$ cat config.mk
export PLATFORM = sky130hd
export DESIGN_NAME = key_event_arbiter
export DESIGN_NICKNAME = d
export VERILOG_FILES = /design/src/rtl/key_event_arbiter.sv
export SDC_FILE = /design/constraint.sdc
export NUM_CORES = 1
export LEC_CHECK = 0
export ABC_AREA = 1
export ABC_CLOCK_PERIOD_IN_PS = 4800
export BUFFER_PORTS_ARGS = -buffer_cell sky130_fd_sc_hd__buf_2
export CAP_MARGIN = 20
export CORE_UTILIZATION = 40
export CTS_BUF_LIST = sky130_fd_sc_hd__clkbuf_8
export DETAILED_ROUTE_END_ITERATION = 8
export PLACE_DENSITY = 0.54
export SLEW_MARGIN = 20
export SYNTH_ARGS = -nofsm -noshare
export SYNTH_HDL_FRONTEND = slang
export SYNTH_SLANG_ARGS = --single-unit
$ cat constraint.sdc
create_clock -name HCLK -period 4.8 [get_ports HCLK]
set_clock_uncertainty 0.1 [all_clocks]
set_input_delay 0.96 -clock HCLK [delete_from_list [all_inputs] [get_ports HCLK]]
set_output_delay 0.96 -clock HCLK [all_outputs]
set_load 0.02 [all_outputs]
$ cat src/rtl/key_event_arbiter.sv
// Key event arbiter: merges one-cycle press pulses from several debounced key channels into a
// single event FIFO using round-robin arbitration. Exposes the head key index, occupancy,
// a sticky lost-press flag and a level interrupt.
module key_event_arbiter #(
  parameter int unsigned NUM_KEYS   = 4,
  parameter int unsigned FIFO_DEPTH = 8,
  localparam int unsigned IDX_W     = $clog2(NUM_KEYS),
  localparam int unsigned CNT_W     = $clog2(FIFO_DEPTH) + 1
) (
  input  logic                HCLK,
  input  logic                HRESETn,
  input  logic [NUM_KEYS-1:0] key_pulse,
  input  logic                irq_en,
  input  logic                ovf_clr,
  input  logic                evt_ready,
  output logic                evt_valid,
  output logic [IDX_W-1:0]    evt_code,
  output logic [CNT_W-1:0]    evt_count,
  output logic                ovf,
  output logic                irq
);

  localparam int unsigned PTR_W = $clog2(FIFO_DEPTH);

  logic [NUM_KEYS-1:0] r_pend;
  logic [IDX_W-1:0]    r_last_grant;
  logic [IDX_W-1:0]    r_mem [FIFO_DEPTH];
  logic [PTR_W-1:0]    r_rd_ptr;
  logic [PTR_W-1:0]    r_wr_ptr;
  logic [CNT_W-1:0]    r_count;
  logic                r_ovf;

  logic [NUM_KEYS-1:0] w_req;
  logic [NUM_KEYS-1:0] w_grant;
  logic [IDX_W-1:0]    w_grant_idx;
  logic                w_push;
  logic                w_pop;
  logic                w_can_push;
  logic                w_loss;
  logic                w_not_empty;

  // A pulse requests in the same cycle it arrives; pend holds requests not yet granted.
  assign w_req       = r_pend | key_pulse;
  assign w_not_empty = (r_count != '0);
  // Full blocks push even if a pop happens this cycle.
  assign w_can_push  = (r_count != CNT_W'(FIFO_DEPTH));
  assign w_pop       = w_not_empty & evt_ready;
  assign w_push      = |w_grant;
  // A second press on a key whose earlier press is still waiting collapses into one event.
  assign w_loss      = |(r_pend & key_pulse & ~w_grant);

  // Round-robin search starting one past the last granted index, wrapping at NUM_KEYS-1.
  always_comb begin : p_arb
    int unsigned v_idx;
    logic        v_found;
    w_grant     = '0;
    w_grant_idx = '0;
    v_found     = 1'b0;
    v_idx       = 0;
    for (int unsigned k = 1; k <= NUM_KEYS; k++) begin
      v_idx = (32'(r_last_grant) + k) % NUM_KEYS;
      if (w_can_push && !v_found && w_req[v_idx]) begin
        v_found          = 1'b1;
        w_grant[v_idx]   = 1'b1;
        w_grant_idx      = IDX_W'(v_idx);
      end
    end
  end

  // Control state: pending requests, arbitration pointer, FIFO pointers/count, overflow flag.
  always_ff @(posedge HCLK) begin
    if (!HRESETn) begin
      r_pend       <= '0;
      r_last_grant <= IDX_W'(NUM_KEYS - 1);
      r_rd_ptr     <= '0;
      r_wr_ptr     <= '0;
      r_count      <= '0;
      r_ovf        <= 1'b0;
    end else begin
      r_pend <= (w_req & ~w_grant) | (r_pend & key_pulse);
      if (w_push) begin
        r_last_grant <= w_grant_idx;
        r_wr_ptr     <= r_wr_ptr + 1'b1;
      end
      if (w_pop) begin
        r_rd_ptr <= r_rd_ptr + 1'b1;
      end
      r_count <= r_count + CNT_W'(w_push) - CNT_W'(w_pop);
      if (w_loss) begin
        r_ovf <= 1'b1;
      end else if (ovf_clr) begin
        r_ovf <= 1'b0;
      end
    end
  end

  // Event storage; contents are don't-care until written, so no reset is needed.
  always_ff @(posedge HCLK) begin
    if (w_push) begin
      r_mem[r_wr_ptr] <= w_grant_idx;
    end
  end

  assign evt_valid = w_not_empty;
  // Code forced to zero when empty so stale storage never shows on the bus.
  assign evt_code  = w_not_empty ? r_mem[r_rd_ptr] : '0;
  assign evt_count = r_count;
  assign ovf       = r_ovf;
  assign irq       = irq_en & w_not_empty;

endmodule

# ---- Word-level counts from Yosys, hierarchy flattened
# Memories as Yosys holds them, arrays and structs flattened. A register that Yosys moved wholly into a read port is not among the register bits.
# Index checks and enable logic that the tools add are counted.
dict set report op_classes {
  addsub 8
  n_mul 0
  div 0
  n_lt_le_gt_ge 8
  eq_ne 1
  shift 0
  muxes 34
  n_bitwise 11
  n_reduce_logical 18
}
# operator n
set ops {}
lappend ops {{$or 4x4->4} 5}
lappend ops {{$mux 4} 4}
lappend ops {{$mux 1} 15}
lappend ops {{$and 4x4->4} 3}
lappend ops {{$lt 2x3->1 const B} 4}
lappend ops {{$logic_and 1x1->1} 11}
lappend ops {{$mux 2} 5}
lappend ops {{$bmux 1 s2} 4}
lappend ops {{$demux 1 s2} 4}
lappend ops {{$ge 2x1->1 const B} 4}
lappend ops {{$reduce_or 4->1} 2}
lappend ops {{$add 3x1->3 const B} 2}
lappend ops {{$mux 3} 2}
lappend ops {{$add 2x1->2 const B} 2}
lappend ops {{$add 2x2->2 const B} 2}
lappend ops {{$add 4x1->4} 1}
lappend ops {{$ne 4x4->1 const B} 1}
lappend ops {{$not 4->4} 1}
lappend ops {{$reduce_bool 4->1} 1}
lappend ops {{$sub 4x1->4} 1}
lappend ops {{$logic_not 1->1} 3}
lappend ops {{$and 1x1->1} 2}
lappend ops {{$reduce_bool 2->1} 1}
dict set report word_totals {
  reg_bits 17
  latch_bits 0
  ramBits 16
  rom_bits 0
  inputBits 9
  out_inout_bits 9
  elab_cells 87
  mem_count 1
}
# name words word_bits read_ports rd_ports_with_merged_regs write_ports line
set mem_list {}
lappend mem_list {r_mem 8 2 1 1 1 27} ;# logic [IDX_W-1:0] r_mem [FIFO_DEPTH];

# ---- Longest topological paths before layout
dict set report depth {
  depth_word 21
  depth_mapped 21
  mapped_depth_nobuf 20
}

# ---- Least setup slack after synthesis
# Ideal clock, no wire load.
dict set report synth_path {
  kind {input port to flip-flop}
  startpoint {input port key_pulse[2]}
  endpoint {register r_count[2], in the netlist evt_count[2]}
  setup_time_ns 0.120
  t_arrival_ns 3.103
  required_ns 4.580
  slack_ns 1.477
  path_stages 17
  path_buffers 0
  path_cell_list {nor2_1 nand2_1 nand3_1 nand2_4 nor2_1 nand3_1 nand3_2 nor2_4 nand2_4 inv_2 ha_1 inv_1 ha_1 inv_1 fa_1 xor2_1 nor2_1}
}
dict set report synth_via {
  elab_chain_cells 20
  word_cells_on_any_way 32
  classes_between {add/sub (2); mux (15); bitwise (4); reduce/logical (11)}
}
# item line
set synth_rtl {}
lappend synth_rtl {{start: declaration} 12} ;# input logic [NUM_KEYS-1:0] key_pulse,
lappend synth_rtl {{$or 4x4->4 (*)} 43} ;# assign w_req = r_pend | key_pulse;
lappend synth_rtl {{$bmux 1 s2} 62} ;# if (w_can_push && !v_found && w_req[v_idx]) begin
lappend synth_rtl {{$mux 1 (implied by the code)} 62}
lappend synth_rtl {{$logic_and 1x1->1} 62}
lappend synth_rtl {{$mux 1} 62}
lappend synth_rtl {{$logic_not 1->1} 62}
lappend synth_rtl {{$logic_and 1x1->1 (2 in a row)} 62}
lappend synth_rtl {{$mux 1} 62}
lappend synth_rtl {{$logic_not 1->1} 62}
lappend synth_rtl {{$logic_and 1x1->1 (2 in a row)} 62}
lappend synth_rtl {{$mux 1} 62}
lappend synth_rtl {{$logic_not 1->1} 62}
lappend synth_rtl {{$logic_and 1x1->1 (2 in a row)} 62}
lappend synth_rtl {{$mux 4 (*)} 62}
lappend synth_rtl {{$reduce_or 4->1 (*)} 48} ;# assign w_push = |w_grant;
lappend synth_rtl {{$add 4x1->4 (*)} 88} ;# r_count <= r_count + CNT_W'(w_push) - CNT_W'(w_pop);
lappend synth_rtl {{$sub 4x1->4 (*)} 88}
lappend synth_rtl {{end signal: assignment} 88}
lappend synth_rtl {{end: declaration} 30} ;# logic [CNT_W-1:0] r_count;
# Every way passes the cells marked *; elsewhere a longest branch is shown, timed or not. The select of a mux whose other input is x is not followed.
# A chain may end at the register's enable or synchronous reset.

# ---- Worst setup path after layout
dict set report layout_path {
  startpoint {register r_last_grant[0]}
  endpoint {register r_count[2], in the netlist evt_count[2]}
}
dict set report layout_via {
  elab_chain_cells 20
  word_cells_on_any_way 55
  classes_between {add/sub (6); order compare (8); mux (23); bitwise (3); reduce/logical (15)}
}
# item line
set layout_rtl {}
lappend layout_rtl {{start: declaration} 26} ;# logic [IDX_W-1:0] r_last_grant;
lappend layout_rtl {{start signal: assignment} 74} ;# r_last_grant <= IDX_W'(NUM_KEYS - 1);
lappend layout_rtl {{start signal: assignment} 82} ;# r_last_grant <= w_grant_idx;
lappend layout_rtl {{branches (longest 16 deep; another with $lt 2x3->1)} --}
lappend layout_rtl {{$mux 4 (*)} 62}
lappend layout_rtl {{$reduce_or 4->1 (*)} 48}
lappend layout_rtl {{$add 4x1->4 (*)} 88}
lappend layout_rtl {{$sub 4x1->4 (*)} 88}
# Every way passes the cells marked *. The select of a mux whose other input is x is not followed.

==> flow_metrics.env <==
export IMPL_avgSynthCellArea_um2=8.30
export IMPL_yosys_warnings=0
export IMPL_wl_per_cell_um=11.6
export IMPL_ant_nets=0
export IMPL_route_vias_total=1581
export IMPL_drc=0
export IMPL_synth_simple_gate_area_share_pct=29.3
export IMPL_chipWidth_um=73.3
export IMPL_wl_mm=3.86
export IMPL_design_final_nets=291
export IMPL_cts_max_level=2
export IMPL_syn_area_um2=2030
export IMPL_detailed_place_hpwl_mm=2.96
export IMPL_antenna_cells=0
export IMPL_buffer_and_inverter_count_on_the_worst_path=5
export IMPL_ys_seq_elements=36
export IMPL_worstSetupPathType="flip-flop to flip-flop"
export IMPL_cts_repair_timing_setup_buffer_count=0
export IMPL_area_share_of_xor_xnor_cells_in_the_synthesized_design_pct=0.862
export IMPL_synth_seq_area_share_pct=43.3
export IMPL_cpPeakStageDelay_ns=0.56
export IMPL_post_dp_cell_area_um2=2180
export IMPL_grt_pass1_vias=1427
export IMPL_worst_path_max_fanout=11
export IMPL_status="complete, no violations"
export IMPL_max_clock_freq_mhz=276
export IMPL_drt_initial_drc_count=67
export IMPL_clk_pin_slew_ns=0.07
export IMPL_timing_critical_path_arrival_ns=3.69
export IMPL_post_route_cell_area_um2=2290
export IMPL_timing_final_setup_violations=0
export IMPL_worst_slew_margin_rel_pct=49.9
export IMPL_cpMaxStageDelayCell="sky130_fd_sc_hd__dfxtp_1"
export IMPL_timing_final_max_slew_violations=0
export IMPL_synthAdderAreaFrac_pct=10.2
export IMPL_final_common_cell="sky130_fd_sc_hd__nand2_1"
export IMPL_clock_latency_ns=0.28
export IMPL_placement_io_buffers=17
export IMPL_core_region_area_um2=4820
export IMPL_cts_sinks=36
export IMPL_gp_congestion=0.842
export IMPL_drt_pre_antenna_iters=4
export IMPL_syn_inst=245
export IMPL_ys_types=26
export IMPL_ctsRootBufferMaster="sky130_fd_sc_hd__clkbuf_8"
export IMPL_final_min_clock_period_ns=3.62
export IMPL_synth_area_mux_share_pct=0
export IMPL_tightest_slew_ns=0.750
export IMPL_maxCapViolCount=0
export IMPL_synth_top_family_by_area="simple AND/OR/NAND/NOR gates"
export IMPL_starting_density_pct=42.2
export IMPL_final_cell_mix="40 x sky130_fd_sc_hd__nand2_1, 39 x sky130_fd_sc_hd__nor2_1, 29 x sky130_fd_sc_hd__inv_1"
export IMPL_clk_path_buf_depth=2
export IMPL_synthToLayoutAreaGrowth_pct=12.5
export IMPL_global_route_usage_over_all_layers_pct=15.4
export IMPL_fp_dieArea_um2=5370
export IMPL_rows=25
export IMPL_cts_tree="built"
export IMPL_grt_setup_unrepaired="no"
export IMPL_critical_path_top_delay_family="adder cells"
export IMPL_globalRoute_totalOverflow=0
export IMPL_holdCritPathClass="flip-flop to flip-flop"
export IMPL_worstPathRequired_ns=4.87
export IMPL_setup_worst_path_end_class="flip-flop"
export IMPL_first_pass_grt_wire_length_mm=6.31
export IMPL_cp_cell_sequence="inv_2, ha_1, inv_1, nand3_1, nand3_2, nor2_2, nand3_1, nand3_2, nor2_4, nand2_4, inv_2, ha_1, inv_1, ha_1, inv_1, fa_1, xor2_1, nor2_1"
export IMPL_timing_hold_violations_final=0
export IMPL_drive_gt1_share_pct=16.5
export IMPL_cts_resized=0
export IMPL_grt_start_max_net_pins=12
export IMPL_synth_compound_area_share_pct=9.48
export IMPL_cts_buffers_inserted=5
export IMPL_crit_path_start_kind="flip-flop"
export IMPL_min_period_over_period_pct=75.5
export IMPL_rrSetupSlack_ns=1.18
export IMPL_cts_hold_fix_buffers=0
export IMPL_boundaryPins=18
export IMPL_synthesis_nets=270
export IMPL_viasPerCell=4.73
export IMPL_fin_tns_setup_ns=0
export IMPL_die_y_um=73.3
export IMPL_antenna_found_initial=0
[path summary, 6_finish.rpt]
kind                   startpoint      endpoint  cells after the start
hold / removal        r_rd_ptr[2]   r_rd_ptr[2]                      2
hold reg to reg       r_rd_ptr[2]   r_rd_ptr[2]                      2
setup / recovery  r_last_grant[0]  evt_count[2]                     18
setup reg to reg  r_last_grant[0]  evt_count[2]                     18
[area by class of cell]
cell class	count	area, µm²
well taps	67	83.8
clock inverters	3	38.8
clock buffers	5	68.8
inverters	31	116
repair buffers	17	85.1
flip-flops and latches	36	881
multi-input cells	175	1010
fillers	497	2530
[cell usage after synthesis]
cell	instances	area, µm²
sky130_fd_sc_hd__a211oi_1	5	37.5
sky130_fd_sc_hd__a21oi_1	9	45.0
sky130_fd_sc_hd__a31oi_1	2	12.5
sky130_fd_sc_hd__and2_1	1	6.26
sky130_fd_sc_hd__buf_4	1	7.51
sky130_fd_sc_hd__buf_6	1	11.3
sky130_fd_sc_hd__clkbuf_1	1	3.75
sky130_fd_sc_hd__dfxtp_1	20	400
sky130_fd_sc_hd__edfxtp_1	16	480
sky130_fd_sc_hd__fa_1	1	20.0
sky130_fd_sc_hd__ha_1	15	188
sky130_fd_sc_hd__inv_1	28	105
sky130_fd_sc_hd__inv_2	3	11.3
sky130_fd_sc_hd__nand2_1	40	150
sky130_fd_sc_hd__nand2_2	3	18.8
sky130_fd_sc_hd__nand2_4	3	33.8
sky130_fd_sc_hd__nand3_1	23	115
sky130_fd_sc_hd__nand3_2	6	60.1
sky130_fd_sc_hd__nand4_1	3	18.8
sky130_fd_sc_hd__nor2_1	39	146
sky130_fd_sc_hd__nor2_2	2	12.5
sky130_fd_sc_hd__nor2_4	3	33.8
sky130_fd_sc_hd__o2111ai_1	1	8.76
sky130_fd_sc_hd__o21ai_0	14	70.1
sky130_fd_sc_hd__o22ai_1	3	18.8
sky130_fd_sc_hd__xor2_1	2	17.5
[kinds of logic after synthesis]
group / count (synthesis)
AOI/OAI and AO/OA: 34
xor gates and xnor gates: 2
adders and majority gates: 16
buffers and inverters: 34
DFF: 36
and+or+nand+nor: 123
[routing by layer]
| layer | track usage, % | vias to the layer above | part of all wire [%] |
|---|---|---|---|
| li1 | - | 851 | - |
| met1 | 19.5 | 690 | 50 |
| met2 | 26.1 | 38 | 44 |
| met3 | 4.12 | 2 | 4.5 |
| met4 | 3.85 | 0 | 0.49 |
| met5 | 0 | - | 0 |
[registers in the layout, summed over array words and instances, names as in the netlist, named ones only]
signal and count:
r_mem 16, evt_count 4, r_pend 4, r_rd_ptr 3, r_wr_ptr 3, r_last_grant 2, ovf 1
[through the flow]
step	setup WS [ns]	utilization (%)	cells	hold slack, ns
6_report	1.18	47.5	334	0.367
5_1_grt	0.863	47.5	334	0.397
4_1_cts	1.18	47.5	334	0.368
3_5_place_dp	0.976	45.2	326	0.358
3_3_place_gp	0.988	45.2	326	0.357
2_1_floorplan	1.48	-	245	0.333
[worst reg2reg max path: stages (launching register included)]
cell and delay [ns]:
sky130_fd_sc_hd__dfxtp_1 0.56, sky130_fd_sc_hd__inv_2 0.18, sky130_fd_sc_hd__ha_1 0.37, sky130_fd_sc_hd__inv_1 0.10, sky130_fd_sc_hd__nand3_1 0.13, sky130_fd_sc_hd__nand3_2 0.10
sky130_fd_sc_hd__nor2_2 0.32, sky130_fd_sc_hd__nand3_1 0.19, sky130_fd_sc_hd__nand3_2 0.15, sky130_fd_sc_hd__nor2_4 0.06, sky130_fd_sc_hd__nand2_4 0.10, sky130_fd_sc_hd__inv_2 0.05
sky130_fd_sc_hd__ha_1 0.28, sky130_fd_sc_hd__inv_1 0.06, sky130_fd_sc_hd__ha_1 0.14, sky130_fd_sc_hd__inv_1 0.06, sky130_fd_sc_hd__fa_1 0.37, sky130_fd_sc_hd__xor2_1 0.14
sky130_fd_sc_hd__nor2_1 0.05
Power is left out: the tool's default activity adds up to more than one toggle a clock period on the data nets, which glitch-free logic cannot reach.
